==> config.mk <==
export PLATFORM = sky130hd
export DESIGN_NAME = seq_bit_serializer_flat
export DESIGN_NICKNAME = d
export VERILOG_FILES = /design/src/rtl/seq_pkg.sv /design/src/rtl/seq_bit_serializer_if.sv /design/src/rtl/seq_skid_reg.sv /design/src/rtl/seq_bit_serializer.sv /design/src/flat_wrapper.sv
export SDC_FILE = /design/constraint.sdc
export NUM_CORES = 1
export LEC_CHECK = 0
export BUFFER_PORTS_ARGS = -buffer_cell sky130_fd_sc_hd__buf_2
export CORE_ASPECT_RATIO = 1.1
export CORE_MARGIN = 1.5
export CORE_UTILIZATION = 45
export DETAILED_ROUTE_END_ITERATION = 10
export HOLD_SLACK_MARGIN = 0.1
export PLACE_DENSITY = 0.7
export SLEW_MARGIN = 20
export SYNTH_ARGS = -nofsm -noshare
export SYNTH_HDL_FRONTEND = slang
export SYNTH_SLANG_ARGS = --single-unit
==> constraint.sdc <==
create_clock -name clk -period 1.7 [get_ports clk]
set_input_delay 0.17 -clock clk [delete_from_list [all_inputs] [get_ports clk]]
set_output_delay 0.17 -clock clk [all_outputs]
set_load 0.02 [all_outputs]
==> src/rtl/seq_pkg.sv <==
// Shared definitions for the sequence-detector front end: serializer FSM
// state encodings and the default idle fill bit shared with the detector bench.
package seq_pkg;

  typedef enum logic {
    SER_IDLE  = 1'b0,
    SER_SHIFT = 1'b1
  } ser_state_e;

  // Value driven on the serial line while no word is shifting.
  localparam logic SEQ_IDLE_BIT = 1'b0;

endpackage : seq_pkg

==> src/rtl/seq_bit_serializer_if.sv <==
// Parallel-in / serial-out bus of the bit serializer. The master side offers
// words and watches the serial stream; the slave side is the serializer.
interface seq_bit_serializer_if #(
  parameter int WIDTH = 8
);

  logic [WIDTH-1:0] in_data;
  logic             in_valid;
  logic             in_ready;
  logic             ser_bit;
  logic             ser_valid;
  logic             ser_last;
  logic             busy;

  modport master (
    output in_data,
    output in_valid,
    input  in_ready,
    input  ser_bit,
    input  ser_valid,
    input  ser_last,
    input  busy
  );

  modport slave (
    input  in_data,
    input  in_valid,
    output in_ready,
    output ser_bit,
    output ser_valid,
    output ser_last,
    output busy
  );

endinterface : seq_bit_serializer_if

==> src/rtl/seq_skid_reg.sv <==
// One-entry hold (skid) register. Captures a word on i_load and releases it
// on i_drain; o_full tells the owner whether o_data is meaningful.
module seq_skid_reg #(
  parameter int WIDTH = 8
) (
  input  logic             clk,
  input  logic             reset,
  input  logic             i_load,
  input  logic             i_drain,
  input  logic [WIDTH-1:0] i_data,
  output logic             o_full,
  output logic [WIDTH-1:0] o_data
);

  logic             r_full;
  logic [WIDTH-1:0] r_data;

  // Occupancy flag: set on load, cleared on drain, cleared by reset.
  // NOTE: sequential state uses non-blocking (<=) so every flop samples
  // pre-edge values regardless of block evaluation order.
  always_ff @(posedge clk) begin
    if (reset) begin
      r_full <= 1'b0;
    end else if (i_load) begin
      r_full <= 1'b1;
    end else if (i_drain) begin
      r_full <= 1'b0;
    end
  end

  // Data capture on load only.
  // NOTE: the data word is deliberately not reset; it is only ever consumed
  // while r_full is set, so resetting it would add reset fan-out for nothing.
  always_ff @(posedge clk) begin
    if (i_load) begin
      r_data <= i_data;
    end
  end

  assign o_full = r_full;
  assign o_data = r_data;

endmodule : seq_skid_reg

==> src/rtl/seq_bit_serializer.sv <==
// Parallel-to-serial converter feeding the sequence detector's inp_bit.
// Words arrive on a valid/ready handshake and leave one bit per clock with
// no gap between consecutive words; a one-entry skid register absorbs the
// word offered while the shifter is still busy.
module seq_bit_serializer
  import seq_pkg::*;
#(
  parameter int   WIDTH     = 8,
  parameter bit   MSB_FIRST = 1'b1,
  parameter logic IDLE_BIT  = SEQ_IDLE_BIT
) (
  input  logic clk,
  input  logic reset,
  seq_bit_serializer_if.slave bus
);

  localparam int             CW       = (WIDTH > 1) ? $clog2(WIDTH) : 1;
  localparam logic [CW-1:0]  LAST_CNT = CW'(WIDTH - 1);

  // Words are stored pre-ordered so the shifter always emits its MSB and
  // shifts left, whatever the bit order on the wire.
  function automatic logic [WIDTH-1:0] f_order(input logic [WIDTH-1:0] d);
    logic [WIDTH-1:0] v;
    if (MSB_FIRST) begin
      v = d;
    end else begin
      for (int i = 0; i < WIDTH; i++) begin
        v[i] = d[WIDTH-1-i];
      end
    end
    return v;
  endfunction

  ser_state_e       r_state;
  logic [WIDTH-1:0] r_shift;
  logic [CW-1:0]    r_cnt;

  logic             w_hold_full;
  logic [WIDTH-1:0] w_hold_word;
  logic [WIDTH-1:0] w_in_word;
  logic             w_accept;
  logic             w_last;
  logic             w_hold_load;
  logic             w_hold_drain;

  assign w_in_word    = f_order(bus.in_data);
  assign w_accept     = bus.in_valid && bus.in_ready;
  assign w_last       = (r_state == SER_SHIFT) && (r_cnt == LAST_CNT);

  // A word goes to hold only when the shifter cannot take it at this edge.
  // An accept implies hold is empty, so hold load and drain never coincide.
  assign w_hold_load  = w_accept && (r_state == SER_SHIFT) && !w_last;
  assign w_hold_drain = w_last && w_hold_full;

  seq_skid_reg #(
    .WIDTH (WIDTH)
  ) u_skid (
    .clk     (clk),
    .reset   (reset),
    .i_load  (w_hold_load),
    .i_drain (w_hold_drain),
    .i_data  (w_in_word),
    .o_full  (w_hold_full),
    .o_data  (w_hold_word)
  );

  // Serializer FSM, bit counter and shifter; reloads on the last bit from
  // hold first, then from the input, otherwise falls back to IDLE.
  always_ff @(posedge clk) begin
    if (reset) begin
      r_state <= SER_IDLE;
      r_cnt   <= '0;
      r_shift <= '0;
    end else begin
      case (r_state)
        SER_IDLE: begin
          if (w_accept) begin
            r_shift <= w_in_word;
            r_cnt   <= '0;
            r_state <= SER_SHIFT;
          end
        end
        SER_SHIFT: begin
          if (r_cnt == LAST_CNT) begin
            r_cnt <= '0;
            if (w_hold_full) begin
              r_shift <= w_hold_word;
            end else if (w_accept) begin
              r_shift <= w_in_word;
            end else begin
              r_shift <= '0;
              r_state <= SER_IDLE;
            end
          end else begin
            r_shift <= {r_shift[WIDTH-2:0], 1'b0};
            r_cnt   <= r_cnt + CW'(1);
          end
        end
        default: begin
          r_state <= SER_IDLE;
        end
      endcase
    end
  end

  // Ready depends only on hold occupancy and reset, never on in_valid.
  assign bus.in_ready  = !reset && !w_hold_full;
  assign bus.ser_valid = (r_state == SER_SHIFT);
  assign bus.ser_bit   = (r_state == SER_SHIFT) ? r_shift[WIDTH-1] : IDLE_BIT;
  assign bus.ser_last  = w_last;
  assign bus.busy      = (r_state == SER_SHIFT) || w_hold_full;

endmodule : seq_bit_serializer

==> src/flat_wrapper.sv <==
// flat-port wrapper written by rule: the top's interface ports become plain ports
module seq_bit_serializer_flat import seq_pkg::*;
#(
  parameter int   WIDTH     = 8,
  parameter bit   MSB_FIRST = 1'b1,
  parameter logic IDLE_BIT  = SEQ_IDLE_BIT
)
  (clk, reset, bus_in_data, bus_in_valid, bus_in_ready, bus_ser_bit, bus_ser_valid, bus_ser_last, bus_busy);
  seq_bit_serializer_if #(.WIDTH(WIDTH)) bus_i ();
  input  logic clk;
  input  logic reset;
  input wire logic [$bits(bus_i.in_data)-1:0] bus_in_data;
  input wire logic [$bits(bus_i.in_valid)-1:0] bus_in_valid;
  output wire logic [$bits(bus_i.in_ready)-1:0] bus_in_ready;
  output wire logic [$bits(bus_i.ser_bit)-1:0] bus_ser_bit;
  output wire logic [$bits(bus_i.ser_valid)-1:0] bus_ser_valid;
  output wire logic [$bits(bus_i.ser_last)-1:0] bus_ser_last;
  output wire logic [$bits(bus_i.busy)-1:0] bus_busy;
  assign bus_i.in_data = bus_in_data;
  assign bus_i.in_valid = bus_in_valid;
  assign bus_in_ready = bus_i.in_ready;
  assign bus_ser_bit = bus_i.ser_bit;
  assign bus_ser_valid = bus_i.ser_valid;
  assign bus_ser_last = bus_i.ser_last;
  assign bus_busy = bus_i.busy;
  seq_bit_serializer #(.WIDTH(WIDTH), .MSB_FIRST(MSB_FIRST), .IDLE_BIT(IDLE_BIT)) u_core (.clk(clk), .reset(reset), .bus(bus_i));
endmodule
==> results of run 1 <==
==> kinds of logic (layout without fill, tap and decap cells) <==
group                    Yosys count  count (layout)  synth area share, %
AO/OA/AOI/OAI                     29              29                 17.2
buffers and inverters             12              37                 6.27
flip-flops                        21              21                 44.0
adder cells (fa/ha/maj)            2               2                 2.20
AND/OR/NAND/NOR                   48              48                 30.4
==> per-layer routing <==
metal	global-route usage (%)	wire length, um
met5	0	0
met4	5.79	31
met3	3.23	115
met2	32.5	1250
met1	22.0	1060
==> path summary, 6_finish.rpt <==
kind,slack (ps),to,from,cells past startpoint
worst max register to register,280,u_core.u_skid.o_data[5],u_core.r_cnt[0],4
worst min register to register,490,u_core.r_cnt[1],u_core.r_cnt[1],2
worst max-delay path,90,bus_ser_last,u_core.r_cnt[0],4
worst min-delay path,290,u_core.bus.ser_valid,bus_in_valid,4
==> state kept, by name, summed over array words and instances, names as in the netlist <==
signal / count
u_core.u_skid.o_full: 1
u_core.u_skid.o_data: 8
u_core.bus.ser_valid: 1
u_core.r_shift: 8
u_core.r_cnt: 3
==> cell usage in the layout (no fill, tap or decap), drive strengths merged <==
master | netlist | routed
nor2b | 7 | 7
a21oi | 4 | 4
dfxtp | 13 | 13
clkbuf | 1 | 4
nand2 | 2 | 2
o21ai | 9 | 9
and4bb | 8 | 8
edfxtp | 8 | 8
ha | 2 | 2
nand2b | 1 | 1
and2 | 10 | 10
nor3 | 9 | 9
nand3 | 5 | 5
or2 | 1 | 1
nor2 | 2 | 2
inv | 2 | 2
dlygate4sd3 | 0 | 8
buf | 9 | 23
a31oi | 9 | 9
or3b | 1 | 1
nor3b | 2 | 2
a311oi | 7 | 7
==> final cells by class <==
class | count | share of cell area, %
sequential | 21 | 36.7
clock buffer | 4 | 1.93
timing repair buffer | 31 | 15.8
inverter | 2 | 0.551
multi-input combinational | 79 | 42.2
tap | 30 | 2.75
==> power breakdown <==
group	switching [uW]	internal, uW	total [uW]	leakage (uW)
sequential	16.0	552	568	0.000180
combinational	106	96.1	202	0.000308
clock	149	91.5	240	0.0000150
total	271	740	1010	0.000503
==> critical path: cells and delay by family, from the launching register on <==
| kind | cells | cell delay (ps) |
|---|---|---|
| adder cells (fa/ha/maj) | 2 | 370 |
| buffers and inverters | 1 | 180 |
| flip-flops | 1 | 380 |
| AND/OR/NAND/NOR | 1 | 210 |
==> timing repair <==
item,CTS,global route
hold endpoints to repair,8,0
setup endpoints to repair,1,1
cloned,0,0
gates resized for setup,2,1
pin swaps,0,1
hold buffers,8,0
==> through the flow <==
step / total power, uW / cell area (sq um) / hold WS, ps / util (%)
after floorplan: 714 / 1140 / 269 / -
after global placement: 761 / 1250 / 370 / 53.9
after detailed placement: 768 / 1250 / 373 / 53.9
after CTS: 1020 / 1360 / 284 / 58.6
after global routing: 1050 / 1360 / 299 / 58.7
final: 1010 / 1360 / 293 / 58.7
==> impl_metrics.csv, run 1 <==
group,metric,value,unit
placed_design,place_ws,86.6,ps
logic_synthesis,synth_commonest_cells,"dfxtp_1 (13), a31oi_1 (9), nor3_1 (9), o21ai_0 (9)",
finish,num_antenna_cells,0,
finish,multi_input_area,576,sq um
floorplanning,dieArea,2840,sq um
timing,finalSetupTns,0,ps
worst_setup_path,worstSetupEndpointType,"output port",
global_routing,grt_overflow_total,0,
pwr,p_leak,0.000503,uW
timing,worst_slack,85.5,ps
global_routing,antenna_found_initial,0,
cts,cts_sinks,21,
timing,relSlewSlack,71.4,%
floorplanning,die_height,55.7,um
placed_design,place_congestion,0.783,
worst_setup_path,critPathRequiredTime,1530,ps
floorplanning,rows,18,
logic_synthesis,ys_seq_area_share,44.0,%
placed_design,hpwlAfterDp,1700,um
run_status,outcome,"completed",
worst_setup_path,slowest_delay,380,ps
placed_design,io_buffer_count,15,
cts,clock_latency,300,ps
worst_setup_path,cp_cell_sequence,"ha_1 > ha_2 > and2_4 > buf_2",
drt,drc_errors,0,
logic_synthesis,yosys.area.top_type,"dfxtp_1",
floorplanning,io_pins,16,
cts,clk_pin_slew,120,ps
global_routing,grt_pass1_wl,4030,um
worst_setup_path,arrival,1440,ps
logic_synthesis,yosysMostFrequentCell,"dfxtp_1",
finish,nets,151,
cts,root_buffer,"clkbuf_4",
timing,rsz0062_at_grt,"no",
logic_synthesis,syn_inst,112,
drt,antenna_left,0,
timing,fin_crit_sh,95.0,%
worst_setup_path,critPathLaunchType,"register",
logic_synthesis,synth-warning-count,0,
worst_setup_path,crit_fanout,10,
timing,fin_skew,4.11,ps
floorplanning,core_region_area,2320,sq um
drt,wl,2450,um
cts,numCtsBuffers,3,
run,drv_cap,0,
logic_synthesis,ys.flop_type,"dfxtp_1",
drt,wl_per_cell,14.7,um
pwr,peakVddDrop,0.000507,V
global_routing,grt_max_degree,30,
logic_synthesis,synth_top_area_share,22.9,%
logic_synthesis,ys_types,27,
pwr,p_per_area,742,nW/um^2
placed_design,dp.cells,155,
cts,cts_tree,"built",
finish,layout.cells.non_filler,167,
drt,vias_per_cell,5.69,
global_routing,grt_usage,18.3,%
hold_path,hold_path_class,"in -> reg",
timing,finalSetupViolations,0,
worst_setup_path,crit_type,"reg -> out",
drt,firstDrtPassIters,4,
logic_synthesis,syn_area,1140,sq um
timing,slew_viol_final,0,
logic_synthesis,synth_area_leaders,"dfxtp_1 (23%), edfxtp_1 (21%), and4bb_2 (8.8%)",
logic_synthesis,synthArstFlopShare,0,%
finish,nFillCells,202,
global_routing,grt_pass1_vias,911,
timing,fin_crit,1610,ps
logic_synthesis,synth-edff-count,8,
finish,area_growth,19.8,%
cts,clk_path_buf_depth,2,
floorplanning,die_x,50.9,um
finish,seq_area,500,sq um
timing,fmax,0.619,GHz
logic_synthesis,ys_ff_latch,21,
finish,drive_above_1_share,33.6,%
cts,cts_setup_buffers,0,
logic_synthesis,avgSynthCellArea,10.2,sq um
drt,vias,951,
logic_synthesis,synth_nets,125,
worst_setup_path,cp_slowest_cell,"dfxtp_1",
drt,first_iter_violations,18,
timing,worst_pin_slew,428,ps
cts,htree_levels,1,
timing,timing.final.hold_violations,0,
floorplanning,start_util,49.0,%
(Power assumes the default switching activity.)
==> run 2: changes to the inputs <==
--- a/config.mk
+++ b/config.mk
@@ -12,6 +12,7 @@
 export DETAILED_ROUTE_END_ITERATION = 10
 export HOLD_SLACK_MARGIN = 0.1
 export PLACE_DENSITY = 0.7
+export RECOVER_POWER = 100
 export SLEW_MARGIN = 20
 export SYNTH_ARGS = -nofsm -noshare
 export SYNTH_HDL_FRONTEND = slang
==> run 2 against run 1 <==
Compared with the run above: utilization down 1.6 points; register-to-register slack worse by 160 ps; final area shrank 2.8%; hold slack worse by 2.5 ps; sequential power barely moved; setup slack about the same; wire length about the same; critical endpoint unchanged.
==> impl_metrics.csv, run 2 (synthesis results as in run 1) <==
group,metric,value,unit
floorplanning,rows,18,
run_status,outcome,"completed",
drt,vias,956,
worst_setup_path,ff2ff_setup_slack,120,ps
drt,vias_per_cell,5.72,
finish,layout.cells.non_filler,167,
hold_path,whs_endpoint,"u_core.bus.ser_valid",
drt,drc_errors,0,
placed_design,placed_cell_area,1250,sq um
drt,firstDrtPassIters,4,
drt,antenna_left,0,
global_routing,grt_pass1_wl,4030,um
global_routing,grt_overflow_total,0,
cts,cts_sinks,21,
cts,cts_tree,"built",
cts,clock_latency,300,ps
global_routing,grt_pass1_vias,911,
hold_path,hold_path_class,"in -> reg",
timing,slew_viol_final,0,
floorplanning,die_height,55.7,um
finish,area_growth,16.5,%
drt,wl,2450,um
timing,fmax,0.619,GHz
finish,final_cell_mix,"clkbuf_1 (14), dfxtp_1 (13), nor3_1 (9), a31oi_1 (9), o21ai_0 (9)",
worst_setup_path,reg2reg_depth,4,
worst_setup_path,critPathRequiredTime,1530,ps
timing,fin_skew,2.29,ps
worst_setup_path,crit_type,"reg -> out",
drt,wl_per_cell,14.7,um
worst_setup_path,reg2reg_from,"u_core.r_cnt[0]",
placed_design,io_buffer_count,15,
global_routing,grt_max_degree,30,
hold_path,hold_path_depth,4,
run,drv_cap,0,
finish,drive_above_1_share,23.4,%
timing,finalSetupViolations,0,
worst_setup_path,arrival,1440,ps
pwr,p_per_area,755,nW/um^2
cts,root_buffer,"clkbuf_4",
timing,relSlewSlack,61.0,%
floorplanning,core_region_area,2320,sq um
cts,cts_setup_buffers,0,
cts,clk_pin_slew,110,ps
hold_path,hold_start,"bus_in_valid",
worst_setup_path,critPathLaunchType,"register",
timing,timing.final.hold_violations,0,
floorplanning,die_x,50.9,um
cts,numCtsBuffers,3,
timing,fin_crit_sh,95.0,%
finish,fin_area,1330,sq um
pwr,peakVddDrop,0.000536,V
global_routing,grt_usage,18.3,%
timing,rsz0062_at_grt,"no",
finish,num_antenna_cells,0,
worst_setup_path,worstSetupEndpointType,"output port",
timing,worst_pin_slew,583,ps
floorplanning,io_pins,16,
finish,nets,151,
cts,clk_path_buf_depth,2,
placed_design,hpwlAfterDp,1700,um
timing,worst_hold_slack,291,ps
timing,fin_crit,1610,ps
worst_setup_path,regToRegEndpoint,"u_core.u_skid.o_data[5]",
floorplanning,start_util,49.0,%
global_routing,antenna_found_initial,0,
finish,mostFrequentLayoutCell,"clkbuf_1",
placed_design,place_congestion,0.783,
drt,first_iter_violations,17,
cts,htree_levels,1,
placed_design,dp.cells,155,
timing,finalSetupTns,0,ps
worst_setup_path,crit_fanout,10,
pwr,p_leak,0.000459,uW
floorplanning,dieArea,2840,sq um
==> run 2: metrics by stage <==
step                      setup slack [ps]  power [uW]  util (%)
after floorplan                        142         714         -
after global placement                 190         761      53.9
after detailed placement              86.6         768      53.9
after CTS                             35.7        1020      58.6
after global routing                  16.8        1040      57.1
final                                 85.0        1000      57.1
==> run 2: timing repair <==
action | 4_1_cts | 5_1_grt
gates resized for setup | 2 | 1
pin swaps | 0 | 1
setup endpoints to repair | 1 | 1
endpoints found under the hold margin | 8 | 0
hold buffers | 8 | 0
==> run 2: worst max-delay path by stage <==
stage,startpoint,endpoint,slack [ps],cells after the start
after detailed placement,u_core.r_cnt[0],u_core.r_shift[2],90,5
after CTS,u_core.r_cnt[0],bus_ser_last,40,4
after floorplan,u_core.u_skid.o_full,u_core.u_skid.o_data[0],140,3
after global placement,u_core.r_cnt[0],u_core.r_shift[6],190,5
after global routing,u_core.u_skid.o_full,u_core.r_shift[2],20,4
final,u_core.r_cnt[0],bus_ser_last,90,4
==> run 2: critical path, stage by stage, from the launching register on <==
cell and delay [ps]:
dfxtp_1 380, ha_1 170, ha_2 210, and2_4 210
buf_2 180
==> run 2: cell type report <==
type                    count  area [sq um]
well taps                  30          37.5
repair buffers             31           189
clock buffers               4          26.3
flip-flops and latches     21           500
multi-input cells          79           564
fillers                   213           995
inverters                   2          7.51
==> run 2: metal layers <==
| metal | track usage (%) | share of wire [%] | vias up |
|---|---|---|---|
| met5 | 0 | 0 | - |
| met4 | 5.79 | 1.3 | 0 |
| met3 | 3.23 | 3.7 | 4 |
| met2 | 32.5 | 50 | 25 |
| met1 | 22.0 | 45 | 455 |
| li1 | - | - | 472 |
==> run 2: power breakdown <==
part | leakage (uW) | switching [uW] | internal (uW) | total, uW
logic | 0.000264 | 105 | 87.0 | 192
clock network | 0.0000150 | 148 | 91.5 | 239
registers | 0.000180 | 16.0 | 552 | 568
==> run 3: changes to the inputs <==
--- a/config.mk
+++ b/config.mk
@@ -10,6 +10,7 @@
 export CORE_MARGIN = 1.5
 export CORE_UTILIZATION = 45
 export DETAILED_ROUTE_END_ITERATION = 10
+export GPL_TIMING_DRIVEN = 0
 export HOLD_SLACK_MARGIN = 0.1
 export PLACE_DENSITY = 0.7
 export RECOVER_POWER = 100
@@ -17,3 +18,4 @@
 export SYNTH_ARGS = -nofsm -noshare
 export SYNTH_HDL_FRONTEND = slang
 export SYNTH_SLANG_ARGS = --single-unit
+export TNS_END_PERCENT = 30
==> run 3 against run 2 <==
Compared with the run above: die area unchanged; flip-flop and latch count unchanged; via count increased by 0.73%; critical path type unchanged; largest cell class unchanged; sequential power about the same; first-iteration DRC count increased by 12%; critical path depth increased by 1; hold slack got worse by 30 ps.
==> impl_metrics.csv, run 3 (synthesis results as in run 1) <==
group,metric,value,unit
run_status,outcome,"completed",
timing,rsz0062_at_grt,"no",
pwr,power.share.clock,23.6,%
timing,fin_crit_sh,96.2,%
floorplanning,die_x,50.9,um
global_routing,grt_pass1_wl,4220,um
finish,seq_area,503,sq um
finish,multi_input_area,586,sq um
timing,fin_skew,9.05,ps
timing,worst_slack,65.1,ps
worst_setup_path,reg2reg_depth,4,
cts,numCtsBuffers,3,
drt,antenna_left,0,
worst_setup_path,worstSetupEndpointType,"output port",
worst_setup_path,critPathRequiredTime,1530,ps
pwr,combPwrFrac,20.5,%
timing,fmax,0.612,GHz
floorplanning,die_height,55.7,um
cts,cts_tree,"built",
floorplanning,dieArea,2840,sq um
floorplanning,rows,18,
finish,nFillCells,201,
drt,wl_per_cell,15.4,um
cts,clk_path_buf_depth,2,
global_routing,antenna_found_initial,0,
pwr,switchingPower,276,uW
global_routing,grt_max_degree,12,
placed_design,place_ws,-177,ps
placed_design,place_congestion,0.776,
floorplanning,start_util,49.0,%
drt,wl,2620,um
placed_design,hpwlAfterDp,1690,um
pwr,sequentialPowerShare,55.9,%
worst_setup_path,startpoint,"u_core.r_cnt[0]",
pwr,peakVddDrop,0.000475,V
cts,htree_levels,1,
placed_design,io_buffer_count,15,
drt,firstDrtPassIters,4,
timing,finalSetupTns,0,ps
floorplanning,io_pins,16,
pwr,p_leak,0.000485,uW
cts,root_buffer,"clkbuf_4",
pwr,swShare,27.2,%
drt,vias,963,
run,drv_cap,0,
finish,final_cell_mix,"clkbuf_1 (11), dfxtp_1 (11), a31oi_1 (9), o21ai_0 (9)",
global_routing,grt_overflow_total,0,
cts,cts_sinks,21,
timing,worst_pin_slew,503,ps
drt,first_iter_violations,19,
floorplanning,core_region_area,2320,sq um
timing,relSlewSlack,66.5,%
worst_setup_path,reg2reg_from,"u_core.u_skid.o_full",
timing,slew_viol_final,0,
global_routing,grt_pass1_vias,969,
cts,clock_latency,300,ps
worst_setup_path,arrival,1460,ps
finish,area_growth,22.4,%
timing,finalSetupViolations,0,
cts,clk_pin_slew,120,ps
finish,nets,154,
pwr,power,1020,uW
timing,fin_crit,1630,ps
finish,drive_above_1_share,29.3,%
worst_setup_path,critPathLaunchType,"register",
drt,vias_per_cell,5.66,
timing,timing.final.hold_violations,0,
pwr,intPower,741,uW
worst_setup_path,crit_type,"reg -> out",
worst_setup_path,crit_fanout,10,
drt,drc_errors,0,
worst_setup_path,ff2ff_setup_slack,90,ps
worst_setup_path,regToRegEndpoint,"u_core.u_skid.o_data[0]",
global_routing,grt_usage,19.6,%
hold_path,hold_path_depth,3,
finish,num_antenna_cells,0,
hold_path,hold_path_class,"in -> reg",
worst_setup_path,crit_end,"bus_ser_last",
pwr,p_per_area,730,nW/um^2
-- run 3: cell count changes in the layout (fill, tap and decap cells not counted), moves of 2 or more --
cell and change:
buf_2 +4, clkbuf_1 -3, buf_6 +2, dfxtp_1 -2, dfxtp_2 +2
-- run 3: stage by stage --
step / hold WS, ps / cells / cell area (sq um) / utilization, %
3_5_place_dp: 371 / 157 / 1250 / 54.1
5_1_grt: 263 / 170 / 1390 / 60.0
4_1_cts: 246 / 169 / 1380 / 59.7
3_3_place_gp: 368 / 157 / 1250 / 54.1
6_report: 261 / 170 / 1390 / 60.0
2_1_floorplan: 269 / 112 / 1140 / -
-- run 3: layout make-up --
class	instances	area share [%]
Tap cell	30	2.70
Buffer	10	4.76
Clock buffer	4	1.89
Timing Repair Buffer	24	11.9
Inverter	2	0.539
Sequential cell	21	36.1
Multi-Input combinational cell	79	42.0
-- run 3: repair_timing --
item	CTS	global route
gates resized for setup	5	3
gates cloned	0	0
setup buffers	0	1
hold buffers	8	0
pin swaps	0	1
endpoints found under the setup margin	9	9
endpoints found under the hold margin	8	0
-- run 3: worst min path at each step --
stage	from	slack [ps]	endpoint
floorplan	bus_in_data[0]	270	u_core.u_skid.o_data[0]
global placement	bus_in_data[4]	370	u_core.u_skid.o_data[4]
detailed placement	bus_in_data[4]	370	u_core.u_skid.o_data[4]
CTS	reset	250	u_core.r_shift[1]
global route	reset	260	u_core.r_shift[3]
finish	reset	260	u_core.r_shift[1]
-- run 3: power by group through the flow --
stage               combinational [uW]  clock (uW)  sequential, uW
finish                             208         240             569
floorplan                          137           0             577
global route                       229         263             572
global placement                   189           0             579
CTS                                210         251             568
detailed placement                 192           0             580
-- run 3: worst max-delay path, stage by stage (launching register included) --
cell,delay (ps)
dfxtp_2,350
ha_2,190
ha_4,170
and2_1,130
buf_4,170
buf_4,160
-- run 3: metal layers --
metal	part of all wire (%)	wire [um]	vias to the layer above	track usage (%)
li1	-	-	482	-
met1	47	1240	460	25.0
met2	49	1280	19	29.3
met3	3.1	80	2	4.57
met4	0.69	18	0	12.0
met5	0	0	-	0
